===== config.mk =====
export PLATFORM = sky130hd
export DESIGN_NAME = irq_ctrl
export DESIGN_NICKNAME = d
export VERILOG_FILES = /design/src/rtl/irq_ctrl_pkg.sv /design/src/rtl/irq_prio_enc.sv /design/src/rtl/irq_ctrl.sv
export SDC_FILE = /design/constraint.sdc
export NUM_CORES = 1
export LEC_CHECK = 0
export ABC_AREA = 1
export BUFFER_PORTS_ARGS = -buffer_cell sky130_fd_sc_hd__buf_2
export CORE_UTILIZATION = 44
export DETAILED_ROUTE_END_ITERATION = 8
export PLACE_DENSITY = 0.78
export REMOVE_ABC_BUFFERS = 1
export SLEW_MARGIN = 20
export SYNTH_ARGS = -nofsm -noshare
export SYNTH_HDL_FRONTEND = slang
export SYNTH_SLANG_ARGS = --single-unit

===== constraint.sdc =====
create_clock -name clk -period 1.23 [get_ports clk]
set_clock_uncertainty 0.2 [all_clocks]
set_input_delay 0.1845 -clock clk [delete_from_list [all_inputs] [get_ports clk]]
set_output_delay 0.1845 -clock clk [all_outputs]
set_load 0.02 [all_outputs]

===== src/rtl/irq_ctrl_pkg.sv =====
// Shared definitions for the interrupt controller and the control decoder.
package irq_ctrl_pkg;

  typedef logic [1:0] irq_state_t;

  localparam irq_state_t IDLE    = 2'd0;
  localparam irq_state_t REQ     = 2'd1;
  localparam irq_state_t SERVICE = 2'd2;

  // PCSrc selector the control decoder uses for the interrupt vector.
  localparam logic [2:0] PCSRC_IRQ = 3'd4;

endpackage


===== src/rtl/irq_prio_enc.sv =====
// Fixed-priority encoder: reports the lowest set index of the request vector.
module irq_prio_enc #(
  parameter int unsigned N_IRQ = 8,
  parameter int unsigned ID_W  = 3
) (
  input  logic [N_IRQ-1:0] req,
  output logic             valid,
  output logic [ID_W-1:0]  id
);

  always_comb begin
    valid = |req;
    id    = '0;
    // Scan downwards so the lowest set index is the last one written.
    for (int i = int'(N_IRQ) - 1; i >= 0; i--) begin
      if (req[i]) id = ID_W'(i);
    end
  end

endmodule


===== src/rtl/irq_ctrl.sv =====
// Multi-channel interrupt controller: edge capture, mask, priority select, no nesting.
// Define IRQ_SYNC_EN to insert a two-flop synchronizer on irq_in.
module irq_ctrl
  import irq_ctrl_pkg::*;
#(
  parameter int unsigned N_IRQ = 8,
  parameter int unsigned ID_W  = (N_IRQ > 1) ? $clog2(N_IRQ) : 1
) (
  input  logic             clk,
  input  logic             reset,
  input  logic [N_IRQ-1:0] irq_in,
  input  logic             kernel,
  input  logic             mask_we,
  input  logic [N_IRQ-1:0] mask_wdata,
  input  logic             take_ack,
  input  logic             eret,
  output logic             interrupt,
  output logic [ID_W-1:0]  irq_id,
  output logic [N_IRQ-1:0] pending,
  output logic [N_IRQ-1:0] mask,
  output logic             busy
);

  logic [N_IRQ-1:0] irq_s;
  logic [N_IRQ-1:0] irq_q;
  logic [N_IRQ-1:0] rise;
  logic [N_IRQ-1:0] req;
  logic [N_IRQ-1:0] clr;
  logic [N_IRQ-1:0] pending_q, pending_d;
  logic [N_IRQ-1:0] mask_q, mask_d;
  logic [ID_W-1:0]  id_q, id_d;
  logic [ID_W-1:0]  enc_id;
  logic             enc_valid;
  irq_state_t       state_q, state_d;
  logic             interrupt_q, interrupt_d;

`ifdef IRQ_SYNC_EN
  logic [N_IRQ-1:0] sync1_q, sync2_q;

  always_ff @(posedge clk) begin
    if (reset) begin
      sync1_q <= '0;
      sync2_q <= '0;
    end else begin
      sync1_q <= irq_in;
      sync2_q <= sync1_q;
    end
  end

  assign irq_s = sync2_q;
`else
  assign irq_s = irq_in;
`endif

  assign rise = irq_s & ~irq_q;
  assign req  = pending_q & mask_q;

  irq_prio_enc #(
    .N_IRQ (N_IRQ),
    .ID_W  (ID_W)
  ) u_prio_enc (
    .req   (req),
    .valid (enc_valid),
    .id    (enc_id)
  );

  always_comb begin
    state_d = state_q;
    id_d    = id_q;
    clr     = '0;
    unique case (state_q)
      IDLE: begin
        if (enc_valid && !kernel) begin
          state_d = REQ;
          id_d    = enc_id;
        end
      end
      REQ: begin
        if (take_ack) begin
          state_d     = SERVICE;
          clr[id_q]   = 1'b1;
        end else if (!mask_q[id_q] || !pending_q[id_q]) begin
          state_d = IDLE;
        end
      end
      SERVICE: begin
        if (eret) state_d = IDLE;
      end
      default: state_d = IDLE;
    endcase
  end

  // A new edge on the channel being cleared keeps its pending bit set.
  assign pending_d   = (pending_q & ~clr) | rise;
  assign mask_d      = mask_we ? mask_wdata : mask_q;
  assign interrupt_d = (state_d == REQ);

  always_ff @(posedge clk) begin
    if (reset) begin
      irq_q       <= '0;
      pending_q   <= '0;
      mask_q      <= '0;
      id_q        <= '0;
      state_q     <= IDLE;
      interrupt_q <= 1'b0;
    end else begin
      irq_q       <= irq_s;
      pending_q   <= pending_d;
      mask_q      <= mask_d;
      id_q        <= id_d;
      state_q     <= state_d;
      interrupt_q <= interrupt_d;
    end
  end

  assign interrupt = interrupt_q;
  assign irq_id    = id_q;
  assign pending   = pending_q;
  assign mask      = mask_q;
  assign busy      = (state_q == SERVICE);

endmodule

==> Implementation_results.wiki, run 1 <==
{| class="wikitable"
! Metric !! Value
|-
| Number of synthesis warnings || 0
|-
| Total placed cells including tap cells || 300
|-
| Global-route usage over all layers || about 73%
|-
| Sink count of the clock tree || 30
|-
| TritonCTS Buffers || 5
|-
| Type of pin the worst path ends at || register input
|-
| Aggregate global routing overflow || just over 60
|-
| Vertical die dimension || about 57 um
|-
| Post-synthesis instance total || between 150 and 200
|-
| #FFs+latches synth || 30
|-
| Result of the run || stopped before the end
|-
| Initial standard-cell utilization of the core || a little under half
|-
| Pin count of the biggest net entering global routing || 13
|-
| Worst-slack endpoint at the end of global-route timing repair || state_q[0]$_SDFF_PP0_/D
|-
| Master cell of the clock root buffer || sky130_fd_sc_hd__clkbuf_4
|-
| Number of buffers on the longest clock path || 2
|-
| Number of distinct library cells after synthesis || 22
|-
| Mapped cell area || around 1300 um^2
|-
| Pre-CTS worst setup slack || -0.167 ns
|-
| CTS H-tree lvls || 2
|-
| Post-DP HPWL || roughly 2.8 mm
|-
| Count of input and output buffers || 42
|-
| Gp weighted congestion || 0.842
|-
| Mapped Avg Cell Area || between 6 and 7 um^2
|-
| Site Rows || 19
|-
| Horiz. Die Dim || 57.2 um
|-
| Failed at || global routing (5_1_grt)
|-
| Fraction of the yosys area taken by sequential cells || approximately 45%
|-
| Top Ports || 43
|-
| Log Error || [ERROR GRT-0232] Routing congestion too high. Check the congestion heatmap in the GUI.
|}
[what timing repair did]
item	in CTS
endpoints found under the hold margin	28
pin swaps	13
hold buffers	20
setup endpoints to repair	33
setup buffers	10
gates resized for setup	121
gates cloned	2
[synth_stat cells]
cell / n / area, um^2
sky130_fd_sc_hd__nand2_2: 1 / 6.26
sky130_fd_sc_hd__clkinv_1: 1 / 3.75
sky130_fd_sc_hd__nand3b_1: 1 / 7.51
sky130_fd_sc_hd__nor3_1: 1 / 5.00
sky130_fd_sc_hd__inv_1: 30 / 113
sky130_fd_sc_hd__o21ai_1: 1 / 5.00
sky130_fd_sc_hd__clkbuf_1: 2 / 7.51
sky130_fd_sc_hd__inv_2: 3 / 11.3
sky130_fd_sc_hd__o22ai_1: 8 / 50.1
sky130_fd_sc_hd__buf_2: 1 / 5.00
sky130_fd_sc_hd__dfxtp_1: 30 / 601
sky130_fd_sc_hd__o21ai_0: 13 / 65.1
sky130_fd_sc_hd__o31ai_1: 8 / 60.1
sky130_fd_sc_hd__nand3_1: 3 / 15.0
sky130_fd_sc_hd__a31oi_1: 1 / 6.26
sky130_fd_sc_hd__a211oi_1: 1 / 7.51
sky130_fd_sc_hd__nor2_1: 23 / 86.3
sky130_fd_sc_hd__a21oi_1: 7 / 35.0
sky130_fd_sc_hd__nand2_1: 58 / 218
sky130_fd_sc_hd__buf_6: 1 / 11.3
sky130_fd_sc_hd__nor2_2: 1 / 6.26
sky130_fd_sc_hd__buf_8: 1 / 15.0
[logic make-up after synthesis]
kind of cell	after synthesis	synth area share, %
DFF	30	44.8
AOI/OAI and AO/OA	39	17.1
and+or+nand+nor	88	25.7
buffers and inverters	39	12.4
[per-layer routing]
layer / GRT usage [%] / GRT overflow
met1: 72.7 / 0
met2: 97.8 / 37
met3: 44.4 / 0
met4: 81.5 / 25
met5: 0 / 0
[metrics by stage]
step           cell area (um^2)  setup TNS (ns)
2_1_floorplan              1300           -2.27
3_3_place_gp               1820           -1.26
3_5_place_dp               1820           -1.69
4_1_cts                    2550           -2.65
==> inputs of run 2 (changes only) <==
--- a/config.mk
+++ b/config.mk
@@ -7,9 +7,10 @@
 export LEC_CHECK = 0
 export ABC_AREA = 1
 export BUFFER_PORTS_ARGS = -buffer_cell sky130_fd_sc_hd__buf_2
-export CORE_UTILIZATION = 44
+export CORE_AREA = 2 2 63 65
 export DETAILED_ROUTE_END_ITERATION = 8
-export PLACE_DENSITY = 0.78
+export DIE_AREA = 0 0 65 67
+export PLACE_DENSITY_LB_ADDON = 0.15
 export REMOVE_ABC_BUFFERS = 1
 export SLEW_MARGIN = 20
 export SYNTH_ARGS = -nofsm -noshare
==> constraint.sdc (replaced) <==
create_clock -name clk -period 1.6 [get_ports clk]
set_clock_uncertainty 0.2 [all_clocks]
set_input_delay 0.24 -clock clk [delete_from_list [all_inputs] [get_ports clk]]
set_output_delay 0.24 -clock clk [all_outputs]
set_load 0.02 [all_outputs]
==> Implementation_results.wiki, run 2 <==
{| class="wikitable"
! Metric !! Value
|-
| Placed standard-cell area || roughly 1600 um^2
|-
| Vertical die dimension || ~67 um
|-
| Worst Setup Start Kind || flip-flop
|-
| Mapped Avg Cell Area || slightly below 7 um^2
|-
| Post-route design area || about 1900 um^2
|-
| Total count of max-transition violations in the final report || 0
|-
| Hold/Removal Path Class || in -> reg
|-
| Global-route usage over all layers || between 10% and 20%
|-
| Most common library cell in the layout ignoring fill and taps || sky130_fd_sc_hd__nand2_1
|-
| Number of antenna violations at the first check in global routing || 0
|-
| Area Growth Syn to Fin || 41.0%
|-
| Horiz. Die Dim || 65 um
|-
| Master cell of the clock root buffer || sky130_fd_sc_hd__clkbuf_8
|-
| Number of buffers on the longest clock path || 2
|-
| Depth of the worst register-to-register path || 8
|-
| Insertion delay of the later-clocked pin in the worst-skew pair || 0.28 ns
|-
| Critical hold path startpoint || eret
|-
| Number of detailed-route iterations in the first pass || 4
|-
| Worst hold path endpoint || state_q[1]$_SDFF_PP0_
|-
| Area leader, netlist || sky130_fd_sc_hd__dfxtp_1
|-
| Reported leakage power || between 1 and 1.5 nW
|-
| Max Clk Rate || approximately 0.66 GHz
|-
| Top FF cell, synth || sky130_fd_sc_hd__dfxtp_1
|-
| Worst max-slew margin expressed relative to the limit || between 70 and 80%
|-
| Global-route wire length before repair || 5.90 mm
|-
| Fraction of layout instances using a drive strength above 1 || about a quarter
|-
| Routed WL per cell || approximately 11 um
|-
| Worst EP required || approximately 1.2 ns
|-
| Endpoint type of the worst setup path || primary output
|-
| #FFs+latches synth || 30
|-
| Total of endpoints with negative setup slack in the final report || 0
|-
| Maximum vdd drop || 0.675 mV
|-
| Number of synthesis warnings || 0
|-
| Count of input and output buffers || between 40 and 50
|-
| First-iteration detailed-routing DRC count || 78
|-
| Arrival time worst endpoint || approximately 1.1 ns
|-
| Async set-or-reset flop fraction in the synthesized netlist || 0%
|-
| TritonCTS Buffers || 5
|-
| Number of distinct library cells after synthesis || 22
|-
| Commonest cells after routing, fill and taps aside || 57 x sky130_fd_sc_hd__nand2_1, 42 x sky130_fd_sc_hd__buf_2, 30 x sky130_fd_sc_hd__inv_1, 30 x sky130_fd_sc_hd__dfxtp_1, 23 x sky130_fd_sc_hd__nor2_1
|-
| Portion of the clock cycle consumed by the worst path in the final layout || a little over nine tenths
|-
| Hold path depth || 4
|-
| Slack of the worst reg-to-reg path || ~0.19 ns
|-
| Initial standard-cell utilization of the core || 37.2%
|-
| TritonCTS clock tree || yes
|-
| Type of the worst setup path || reg -> out
|-
| Synth area leaders || sky130_fd_sc_hd__dfxtp_1 45%, sky130_fd_sc_hd__nand2_1 16%, sky130_fd_sc_hd__inv_1 8.4%, sky130_fd_sc_hd__nor2_1 6.4%, sky130_fd_sc_hd__o21ai_0 4.9%
|-
| RSZ-0062 raised after global routing || false
|-
| Post-DP HPWL || ~2.6 mm
|-
| Hold violation total from the final report || 0
|-
| Clock slew at reported path FFs || 0.06 ns
|-
| Sink count of the clock tree || 30
|-
| Synth cell count leaders || 58 x sky130_fd_sc_hd__nand2_1, 30 x sky130_fd_sc_hd__dfxtp_1, 30 x sky130_fd_sc_hd__inv_1
|-
| Antenna diode instance count || 0
|-
| CTS H-tree lvls || 2
|-
| Fraction of the yosys area taken by sequential cells || 44.8%
|-
| Top Ports || 43
|-
| Top fanout value on the critical path || 5
|-
| Number of vias after detailed routing || ~1400
|-
| Core box area || approximately 3600 um^2
|-
| Setup TNS || 0 ns
|-
| DR DRC count || 0
|-
| Detail Route Antenna Nets || 0
|-
| Pwr/cell area || approximately 1100 nW/um^2
|-
| Worst R2R End || irq_id[0]$_SDFFE_PP0P_
|-
| Mapped cell area || between 1000 and 1500 um^2
|-
| Gp weighted congestion || approximately 0.85
|-
| Post-synthesis instance total || 196
|-
| Fraction of post-synthesis cell area in the top cell type by area || 44.8%
|-
| Max-Cap Viols || 0
|-
| Floorplan die area || between 4000 and 5000 um^2
|-
| Pin count of the biggest net entering global routing || 14
|-
| Crit Reg-Reg Startpoint || pending[3]$_SDFF_PP0_
|-
| Result of the run || completed
|-
| Cell with the most instances after synthesis || sky130_fd_sc_hd__nand2_1
|-
| Final #Nets || 284
|-
| Final WL || about 3.5 mm
|-
| Detail-routed via count per cell || between 4 and 5
|-
| Aggregate global routing overflow || 0
|-
| EDFF count, synth || 0
|-
| Actual transition at the worst max-transition pin || 0.301 ns
|-
| Site Rows || 22
|-
| Final critical-path required period || between 1.5 and 2 ns
|-
| Via count of the first global-routing pass || roughly 1300
|}
[run 2: final cells by class]
cell class | count | area [um^2]
fillers | 375 | 1720
clock buffers | 6 | 82.6
clock inverters | 1 | 30.0
flip-flops and latches | 30 | 601
inverters | 34 | 128
multi-input cells | 127 | 581
well taps | 48 | 60.1
repair buffers | 64 | 408
[run 2: power by group]
| part | internal, mW | switching, mW |
|---|---|---|
| logic | 0.170 | 0.248 |
| registers | 0.806 | 0.0520 |
| clock network | 0.497 | 0.269 |
[run 2: worst max-delay path by stage]
| stage | slack, ns | end | startpoint |
|---|---|---|---|
| after global placement | 0.18 | pending[3]$_SDFF_PP0_ | state_q[0]$_SDFF_PP0_ |
| after detailed placement | 0.18 | irq_id[0]$_SDFFE_PP0P_ | pending[3]$_SDFF_PP0_ |
| after floorplan | 0.04 | interrupt$_SDFF_PP0_ | irq_id[0]$_SDFFE_PP0P_ |
| after global routing | 0.02 | irq_id[1]$_SDFFE_PP0P_ | pending[4]$_SDFF_PP0_ |
| after CTS | 0.08 | irq_id[1] | irq_id[1]$_SDFFE_PP0P_ |
| final | 0.09 | irq_id[1] | irq_id[1]$_SDFFE_PP0P_ |
[run 2: cells by family after synthesis]
| kind of cell | count (synthesis) | synth area share, % |
|---|---|---|
| compound gates | 39 | 17.1 |
| simple gates | 88 | 25.7 |
| flops | 30 | 44.8 |
| buf+inv | 39 | 12.4 |
[run 2: critical path, cell delays in order, from the launching register on]
cell	delay, ns
sky130_fd_sc_hd__dfxtp_1	0.46
sky130_fd_sc_hd__buf_4	0.18
sky130_fd_sc_hd__buf_2	0.16
[run 2: per-layer routing]
layer / share of wire, % / vias up / global-route usage (%)
li1: - / 750 / -
met3: 4.1 / 7 / 4.39
met4: 1.4 / 0 / 5.59
met1: 48 / 607 / 22.4
met5: 0 / - / 0
met2: 47 / 34 / 30.2
[run 2: repair_timing]
action / in CTS / in global routing
hold buffers: 13 / 0
endpoints found under the hold margin: 13 / 0
buffers inserted: 0 / 0
gates resized for setup: 0 / 2
endpoints found under the setup margin: 0 / 1
[run 2: per-stage QoR]
stage / hold WS, ns / util, % / total power [mW] / cells / worst slack [ns]
6_report: 0.0293 / 52.4 / 2.04 / 310 / 0.0892
5_1_grt: 0.0277 / 52.4 / 2.17 / 310 / 0.0219
4_1_cts: 0.0242 / 52.2 / 2.06 / 310 / 0.0834
3_5_place_dp: 0.214 / 45.5 / 1.27 / 290 / 0.181
3_3_place_gp: 0.211 / 45.5 / 1.27 / 290 / 0.181
2_1_floorplan: 0.109 / - / 1.10 / 191 / 0.0373
No activity file was read; power rests on OpenSTA's default activity.
